--- src/rtl/logic16_pipe_if.sv ---
// Operand/result handshake bundle for logic16_pipe.
// Flag signals exist only when LOGIC16_PIPE_FLAGS_EN is defined.
interface logic16_pipe_if #(
    parameter int WIDTH = 16
);
    logic             in_valid;
    logic             in_ready;
    logic [2:0]       op;
    logic [WIDTH-1:0] in_a;
    logic [WIDTH-1:0] in_b;
    logic             out_valid;
    logic             out_ready;
    logic [WIDTH-1:0] out;
    logic [15:0]      out_count;
`ifdef LOGIC16_PIPE_FLAGS_EN
    logic             out_zero;
    logic             out_neg;

    modport master (
        output in_valid, op, in_a, in_b, out_ready,
        input  in_ready, out_valid, out, out_count, out_zero, out_neg
    );
    modport slave (
        input  in_valid, op, in_a, in_b, out_ready,
        output in_ready, out_valid, out, out_count, out_zero, out_neg
    );
`else
    modport master (
        output in_valid, op, in_a, in_b, out_ready,
        input  in_ready, out_valid, out, out_count
    );
    modport slave (
        input  in_valid, op, in_a, in_b, out_ready,
        output in_ready, out_valid, out, out_count
    );
`endif
endinterface

--- src/rtl/logic16_pipe.sv ---
// Pipelined bitwise logic unit with valid/ready flow control and a consume counter.
// Define LOGIC16_PIPE_FLAGS_EN to carry zero/negative flags alongside each result.
module logic16_pipe #(
    parameter int WIDTH  = 16,
    parameter int STAGES = 2
) (
    input  logic          clk,
    input  logic          rst,
    logic16_pipe_if.slave bus
);
`ifdef LOGIC16_PIPE_FLAGS_EN
    localparam int FW = 2;
`else
    localparam int FW = 0;
`endif
    // Flags ride in the top bits of each stage word: {neg, zero, data}.
    localparam int DW = WIDTH + FW;

    logic [STAGES-1:0]         valid_q, valid_d, adv;
    logic [STAGES-1:0][DW-1:0] data_q, data_d;
    logic [15:0]               cnt_q, cnt_d;
    logic [WIDTH-1:0]          res;
    logic [DW-1:0]             res_word;
    logic                      accept, consume;

    always_comb begin
        case (bus.op)
            3'd0:    res = ~bus.in_a;
            3'd1:    res = bus.in_a & bus.in_b;
            3'd2:    res = bus.in_a | bus.in_b;
            3'd3:    res = bus.in_a ^ bus.in_b;
            3'd4:    res = ~(bus.in_a & bus.in_b);
            3'd5:    res = ~(bus.in_a | bus.in_b);
            3'd6:    res = ~(bus.in_a ^ bus.in_b);
            default: res = bus.in_a;
        endcase
    end

`ifdef LOGIC16_PIPE_FLAGS_EN
    assign res_word = {res[WIDTH-1], ~|res, res};
`else
    assign res_word = res;
`endif

    // A stage advances when some slot above it is empty or the consumer takes
    // the head; scanning top-down keeps the ready chain free of loops.
    always_comb begin : adv_scan
        logic hole;
        adv  = '0;
        hole = bus.out_ready;
        for (int k = STAGES - 1; k >= 0; k--) begin
            adv[k] = valid_q[k] && hole;
            hole   = hole || !valid_q[k];
        end
    end

    assign bus.in_ready = !valid_q[0] || adv[0];
    assign accept       = bus.in_valid && bus.in_ready;
    assign consume      = valid_q[STAGES-1] && bus.out_ready;

    always_comb begin
        valid_d = valid_q;
        data_d  = data_q;
        if (accept) begin
            valid_d[0] = 1'b1;
            data_d[0]  = res_word;
        end else if (adv[0]) begin
            valid_d[0] = 1'b0;
        end
        for (int k = 1; k < STAGES; k++) begin
            if (adv[k-1]) begin
                valid_d[k] = 1'b1;
                data_d[k]  = data_q[k-1];
            end else if (adv[k]) begin
                valid_d[k] = 1'b0;
            end
        end
        cnt_d = cnt_q + 16'(consume);
    end

    always_ff @(posedge clk or posedge rst) begin
        if (rst) begin
            valid_q <= '0;
            data_q  <= '0;
            cnt_q   <= '0;
        end else begin
            valid_q <= valid_d;
            data_q  <= data_d;
            cnt_q   <= cnt_d;
        end
    end

    assign bus.out_valid = valid_q[STAGES-1];
    assign bus.out       = data_q[STAGES-1][WIDTH-1:0];
    assign bus.out_count = cnt_q;
`ifdef LOGIC16_PIPE_FLAGS_EN
    assign bus.out_zero  = data_q[STAGES-1][WIDTH];
    assign bus.out_neg   = data_q[STAGES-1][WIDTH+1];
`endif
endmodule

--- src/flat_wrapper.sv ---
// flat-port wrapper written by rule: the top's interface ports become plain ports
module logic16_pipe_flat 
#(
    parameter int WIDTH  = 16,
    parameter int STAGES = 2
)
  (clk, rst, bus_in_valid, bus_op, bus_in_a, bus_in_b, bus_out_ready, bus_in_ready, bus_out_valid, bus_out, bus_out_count);
  logic16_pipe_if #(.WIDTH(WIDTH)) bus_i ();
  input  logic clk;
  input  logic rst;
  input wire logic [$bits(bus_i.in_valid)-1:0] bus_in_valid;
  input wire logic [$bits(bus_i.op)-1:0] bus_op;
  input wire logic [$bits(bus_i.in_a)-1:0] bus_in_a;
  input wire logic [$bits(bus_i.in_b)-1:0] bus_in_b;
  input wire logic [$bits(bus_i.out_ready)-1:0] bus_out_ready;
  output wire logic [$bits(bus_i.in_ready)-1:0] bus_in_ready;
  output wire logic [$bits(bus_i.out_valid)-1:0] bus_out_valid;
  output wire logic [$bits(bus_i.out)-1:0] bus_out;
  output wire logic [$bits(bus_i.out_count)-1:0] bus_out_count;
  assign bus_i.in_valid = bus_in_valid;
  assign bus_i.op = bus_op;
  assign bus_i.in_a = bus_in_a;
  assign bus_i.in_b = bus_in_b;
  assign bus_i.out_ready = bus_out_ready;
  assign bus_in_ready = bus_i.in_ready;
  assign bus_out_valid = bus_i.out_valid;
  assign bus_out = bus_i.out;
  assign bus_out_count = bus_i.out_count;
  logic16_pipe #(.WIDTH(WIDTH), .STAGES(STAGES)) u_core (.clk(clk), .rst(rst), .bus(bus_i));
endmodule
--- config.mk ---
export PLATFORM = sky130hd
export DESIGN_NAME = logic16_pipe_flat
export DESIGN_NICKNAME = d
export VERILOG_FILES = /design/src/rtl/logic16_pipe_if.sv /design/src/rtl/logic16_pipe.sv /design/src/flat_wrapper.sv
export SDC_FILE = /design/constraint.sdc
export NUM_CORES = 1
export LEC_CHECK = 0
export CORE_MARGIN = 2
export CORE_UTILIZATION = 38
export DETAILED_ROUTE_END_ITERATION = 16
export PLACE_DENSITY = 0.7
export SETUP_SLACK_MARGIN = 0.15
export SYNTH_ARGS = -nofsm -noshare
export SYNTH_HDL_FRONTEND = slang
export SYNTH_SLANG_ARGS = --single-unit
--- constraint.sdc ---
create_clock -name clk -period 1.5 [get_ports clk]
set_input_delay 0.3 -clock clk [delete_from_list [all_inputs] [get_ports clk]]
set_output_delay 0.3 -clock clk [all_outputs]
set_load 0.01 [all_outputs]
==> summary.md, run 1 <==
| Metric | Value |
|---|---|
| F_max | `between 600 and 700 MHz` |
| Skew-Pair Late Insertion Delay | `around 300 ps` |
| Routability cong. | `approximately 0.78` |
| Max-Cap Viols | `0` |
| EDFF count, synth | `0` |
| Inserted Diodes | `0` |
| CTS tree | `built` |
| Synth warn | `0` |
| GRT Max-Usage Layer | `met2` |
| Post-Route WL | `a little over 9000 um` |
| Register area share after synthesis | `approximately a third` |
| Initial Util | `38.56%` |
| Mean area per synthesized cell | `between 10 and 15 um^2` |
| Maximum vdd drop | `roughly 0.56 mV` |
| TritonCTS buffer count | `5` |
| Die Y | `slightly above 100 um` |
| Crit Path Max Fanout | `5` |
| Worst Skew | `11.17 ps` |
| I/O pin total | `73` |
| Crit. Startpoint | `u_core.bus.out_count[2]` |
| Crit path kind | `register to register` |
| Die X | `102.7 um` |
| Hpwl dp | `between 6000 and 7000 um` |
| Power Dens Cells | `roughly 900 mW/mm^2` |
| Residual DRC count | `0` |
| Synth cell count leaders | `dfrtp_1 (50), inv_1 (36), ha_1 (34)` |
| Syn nets | `between 400 and 500` |
| Total GRT Usage | `between 10% and 20%` |
| Total Power | `roughly 4.5 mW` |
| GRT met2 Usage | `29.61%` |
| Clock slew at reported path FFs | `about 90 ps` |
| Largest net degree at the start of global routing | `51` |
| M1 GR Usage | `roughly 22%` |
| #FFs+latches synth | `50` |
| DR pass1 iterations | `4` |
| Synth-to-Final Area Change | `37.10%` |
| RR Startpoint | `u_core.bus.out_count[2]` |
| Least-Margin Pin Slew | `403.7 ps` |
| Top cell type's share of synthesized area | `about a third` |
| Setup crit end kind | `register` |
| Hold_ws | `396.9 ps` |
| First-pass GRT wire length | `14300 um` |
| Synthesized area | `approximately 0.0037 mm^2` |
| Crit path to | `u_core.bus.out_count[15]` |
| Tmin final | `roughly 1400 ps` |
| Final Max Slew Viols | `0` |
| Detailed-route via count | `between 2000 and 3000` |
| Gate Count Post-Synth | `354` |
| Asr flop ratio synth | `between 90% and 100%` |
| Initial antenna violation count | `0` |
| CTS Root Cell | `clkbuf_8` |
| Worst EP arrival | `between 1500 and 2000 ps` |
| Synth cell types | `37` |
| Core box area | `between 0.009 and 0.01 mm^2` |
| Routed Antenna Nets | `0` |
| Min-Delay Path Class | `input port to async pin` |
| WP data required | `around 1700 ps` |
| Vias per cell | `4.983` |
| Clock Sinks | `50` |
| Layout cells sized above 1 | `between 40% and 50%` |
| R2r endpoint | `u_core.bus.out_count[15]` |
| R2R Setup Slk | `between 60 and 70 ps` |
| Worst setup SP type | `register` |
| Met3 usage | `1.831%` |
| Status | `completed` |
| Most frequent cell after synthesis | `dfrtp_1` |
| DR WL/cell | `approximately 15 um` |
| Number of port buffers | `between 70 and 80` |
| Final hold violations | `0` |
| Leak pwr | `between 2 and 2.5 nW` |
| Vias in the first global route | `just over 3000` |
| Area contributors post-synth | `dfrtp_1 (34%), ha_1 (11%), mux2i_1 (8.1%)` |
| CTS max path bufs | `2` |
| Grt ovf | `0` |
| Die area | `between 0.01 and 0.015 mm^2` |
| Ys flop type | `dfrtp_1` |
| H-tree depth | `2` |
| Synth area leader | `dfrtp_1` |
| Hold-fix buffers, CTS | `0` |
| Final period utilization | `between 90 and 100%` |
| NumNets Final | `534` |
| RSZ-0062 raised after global routing | `yes` |
| Row cnt | `36` |
| Setup TNS | `0 ps` |
| R2r worst-path depth | `5` |
| Starting DRT DRC Count | `78` |
| Final setup vio count | `0` |
| Relative slew slack | `between 70% and 80%` |
## logic make-up after synthesis
logic type | Yosys count | share of synthesized area [%]
compound gates | 68 | 15.22
mux | 60 | 17.86
xor+xnor | 14 | 3.314
simple gates | 58 | 7.711
flops | 50 | 33.82
buf+inv | 70 | 10.58
fa+ha+maj | 34 | 11.50
## cell usage in the layout, fill, tap and decap left out, drive strengths merged
cell type       n
bufinv          1
nand4           1
and3            2
xor2            3
inv            35
buf            62
nor2            5
nand2          27
dfrtp          50
nand3b          1
clkdlybuf4s50   2
and4            1
nor2b           1
dlygate4sd2    40
a32o            2
ha             34
nor3            3
nor3b           1
mux2i          30
o21ai          34
xnor2          11
nand2b          4
clkbuf         27
o221a          14
a221oi         14
a211oi          2
clkdlybuf4s15   9
clkinvlp        2
mux2           30
and2            3
nand3           9
a22o            2
## metrics by stage
stage	instances	utilization (%)	instance area [um^2]	setup slack [ps]
final	595	52.87	5072	66.90
after global routing	595	52.87	5072	13.52
after CTS	594	52.70	5056	49.89
after detailed placement	574	50.57	4852	-470.4
after global placement	574	50.57	4852	-420.3
after floorplan	354	-	3781	85.04
## how the worst min path moves through the flow
| stage | startpoint | end | slack, ps | cells past startpoint |
|---|---|---|---|---|
| after detailed placement | u_core.bus.out_count[15] | u_core.bus.out_count[15] | 470 | 1 |
| after CTS | rst | u_core.bus.out[1] | 410 | 3 |
| after global routing | rst | u_core.bus.out[3] | 430 | 3 |
| final | rst | u_core.bus.out[6] | 400 | 3 |
| after global placement | u_core.bus.out_count[15] | u_core.bus.out_count[15] | 460 | 1 |
| after floorplan | rst | u_core.bus.out[0] | 340 | 1 |
## final cells by class
type | instances | area, um^2
Clock buffer | 6 | 72.57
Fill cell | 892 | 4522
Timing Repair Buffer | 134 | 1160
Tap cell | 133 | 166.4
Inverter | 36 | 138.9
Multi-Input combinational cell | 234 | 2245
Sequential cell | 50 | 1252
Clock inverter | 2 | 37.54
## report_power, final
group          leakage [nW]  internal, mW  switching [mW]
clock                0.0514         0.498           0.450
combinational          1.82         0.919           0.801
sequential            0.625          1.63           0.164
total                  2.50          3.05            1.42
## routing by layer
metal | vias up | wire length [um] | share of wire [%]
li1 | 1457 | - | -
met1 | 1442 | 4095 | 45
met2 | 57 | 4496 | 50
met3 | 9 | 322 | 3.6
met4 | 0 | 132 | 1.5
met5 | - | 0 | 0
## worst max-delay path, stage by stage, from the launching register on
cell and delay, ps:
dfrtp_2 360, buf_4 130, and4_1 290, and3_1 260
nand4_1 140, xnor2_1 140
## what timing repair did
item / in CTS / in global routing
buffers inserted: 11 / 0
endpoints found under the setup margin: 56 / 46
pin swaps: 16 / 18
cloned: 1 / 1
gates resized for setup: 95 / 69
## sequential cells by signal, summed over array words and instances, names as in the netlist
signal                cells
u_core.bus.out_count     16
u_core.data_q            16
u_core.bus.out           16
u_core.valid_q            2
Note: power is estimated with default switching activity, not from simulation.
==> inputs of run 2 (changes only) <==
--- a/config.mk
+++ b/config.mk
@@ -6,10 +6,11 @@
 export NUM_CORES = 1
 export LEC_CHECK = 0
 export CORE_MARGIN = 2
-export CORE_UTILIZATION = 38
+export CORE_UTILIZATION = 48
 export DETAILED_ROUTE_END_ITERATION = 16
-export PLACE_DENSITY = 0.7
+export PLACE_DENSITY = 0.84
 export SETUP_SLACK_MARGIN = 0.15
+export SKIP_CTS_REPAIR_TIMING = 1
 export SYNTH_ARGS = -nofsm -noshare
 export SYNTH_HDL_FRONTEND = slang
 export SYNTH_SLANG_ARGS = --single-unit
==> summary.md, run 2 (same netlist as run 1, synthesis figures left out) <==
| Metric | Value |
|---|---|
| Vias per cell | `5.399 (+8.3%)` |
| Die X | `91.80 um (-11%)` |
| Hpwl dp | `6642 um (+3.7%)` |
| DP Cell Count | `550 (-4.2%)` |
| Final period utilization | `99.69% (+4.1 points)` |
| NumNets Final | `547 (+2.4%)` |
| Crit path kind | `register to register` |
| Final worst setup slack | `4.657 ps (-62.24 ps)` |
| TritonCTS buffer count | `5 (unchanged)` |
| Leak pwr | `3.271 nW (+31%)` |
| Synth-to-Final Area Change | `48.83%` |
| H-tree depth | `2 (unchanged)` |
| Initial Util | `48.63% (+10 points)` |
| Routability cong. | `0.8701 (+12%)` |
| Residual DRC count | `0 (unchanged)` |
| Largest net degree at the start of global routing | `24 (-53%)` |
| Row cnt | `32 (-11%)` |
| RR Startpoint | `u_core.valid_q[1]` |
| Clock slew at reported path FFs | `100 ps (about the same)` |
| R2R Setup Slk | `5 ps (-60 ps)` |
| Core box area | `0.007607 mm^2 (-21%)` |
| Initial antenna violation count | `0 (unchanged)` |
| Final setup vio count | `0 (unchanged)` |
| Setup crit end kind | `register` |
| Hold_ws | `306.3 ps (-90.54 ps)` |
| DR pass1 iterations | `4 (unchanged)` |
| I/O pin total | `73 (unchanged)` |
| RSZ-0062 raised after global routing | `yes` |
| Die area | `0.008426 mm^2 (-20%)` |
| CTS max path bufs | `2 (unchanged)` |
| FF+latch area | `0.001252 mm^2 (unchanged)` |
| WP data required | `1730 ps (+30 ps)` |
| Vias in the first global route | `3109 (+3.0%)` |
| Clock Sinks | `50 (unchanged)` |
| Tmin final | `1495 ps (+62.24 ps)` |
| DR WL/cell | `17.35 um (+14%)` |
| FILL cells | `516 (-42%)` |
| Detailed-route via count | `3115 (+5.1%)` |
| Total Power | `4.717 mW (+5.6%)` |
| Worst Skew | `6.832 ps (-4.342 ps)` |
| Final Core Density | `72.38% (+20 points)` |
| Worst EP arrival | `1720 ps (+90 ps)` |
| Worst slack at placement | `-502.4 ps (-31.97 ps)` |
| Crit Path Max Fanout | `4 (-1)` |
| Inserted Diodes | `0 (unchanged)` |
| Layout cells sized above 1 | `38.11% (-1.9 points)` |
| Relative slew slack | `68.59% (-4.4 points)` |
| Most frequent cells in the layout | `dlymetal6s2s_1 (60), buf_4 (59), dfrtp_1 (49), inv_1 (32), mux2i_1 (30)` |
| CTS Root Cell | `clkbuf_8` |
| R2r endpoint | `u_core.bus.out_count[12]` |
| Maximum vdd drop | `0.5434 mV (-2.7%)` |
| Starting DRT DRC Count | `206 (+160%)` |
| CTS tree | `built` |
| Final Max Slew Viols | `0 (unchanged)` |
| Skew-Pair Late Insertion Delay | `300 ps (about the same)` |
| Least-Margin Pin Slew | `467.5 ps (+63.85 ps)` |
| Finished Layout Cells | `577 (-3.0%)` |
| Routed Antenna Nets | `0 (unchanged)` |
| Worst setup SP type | `register` |
| Multi-input logic area | `0.002350 mm^2 (+4.7%)` |
| Total GRT Usage | `20.55% (+3.4 points)` |
| Post-Route WL | `10010 um (+11%)` |
| Most common cell after layout, fill and taps aside | `dlymetal6s2s_1` |
| Power Dens Cells | `856.6 mW/mm^2 (-2.7%)` |
| Grt ovf | `0 (unchanged)` |
| Number of port buffers | `72 (unchanged)` |
| Min-Delay Path Class | `input port to async pin` |
| Die Y | `91.80 um (-11%)` |
| First-pass GRT wire length | `14210 um (-0.62%)` |
| Final hold violations | `0 (unchanged)` |
| R2r worst-path depth | `7 (+2)` |
| Max-Cap Viols | `0 (unchanged)` |
| Status | `completed` |
| F_max | `668.7 MHz (-4.2%)` |
[run 2: stage by stage]
stage / instance area (um^2) / TNS [ps]
6_report: 5507 / 0
5_1_grt: 5507 / -354.1
4_1_cts: 4984 / -3525
3_5_place_dp: 4891 / -12090
3_3_place_gp: 4891 / -10420
2_1_floorplan: 3781 / 0
[run 2: critical path: stages, from the launching register on]
cell and delay (ps):
dfrtp_1 420, buf_6 130, and2_4 150, ha_4 180
ha_4 160, and2_4 150, nand3_1 110, xnor2_1 120
[run 2: worst max-delay path by stage]
stage | startpoint | end | slack [ps] | cells past startpoint
floorplan | bus_op[2] | u_core.data_q[1] | 90 | 6
global placement | bus_in_a[0] | u_core.data_q[0] | -450 | 7
detailed placement | bus_in_a[10] | u_core.data_q[10] | -500 | 7
CTS | bus_out_ready | bus_in_ready | -330 | 3
global route | u_core.bus.out_count[10] | u_core.bus.out_count[13] | -100 | 4
finish | u_core.valid_q[1] | u_core.bus.out_count[12] | 5 | 7
[run 2: layer usage]
layer	GRT usage, %	part of all wire [%]
met5	0	0
met4	5.348	1.1
met3	2.712	3.9
met2	37.44	53
met1	25.58	42
[run 2: where the power goes]
group | leakage, nW | switching, mW | internal [mW] | total (mW)
Clock | 0.0408 | 0.479 | 0.335 | 0.813
Combinational | 2.61 | 0.907 | 1.19 | 2.09
Sequential | 0.625 | 0.178 | 1.63 | 1.81
[run 2: area by class of cell]
type / count / share of cell area [%]
inverters: 36 / 2.522
well taps: 102 / 2.318
clock buffers: 5 / 1.250
repair buffers: 146 / 28.06
clock inverters: 3 / 0.4317
flip-flops and latches: 50 / 22.74
multi-input cells: 235 / 42.67
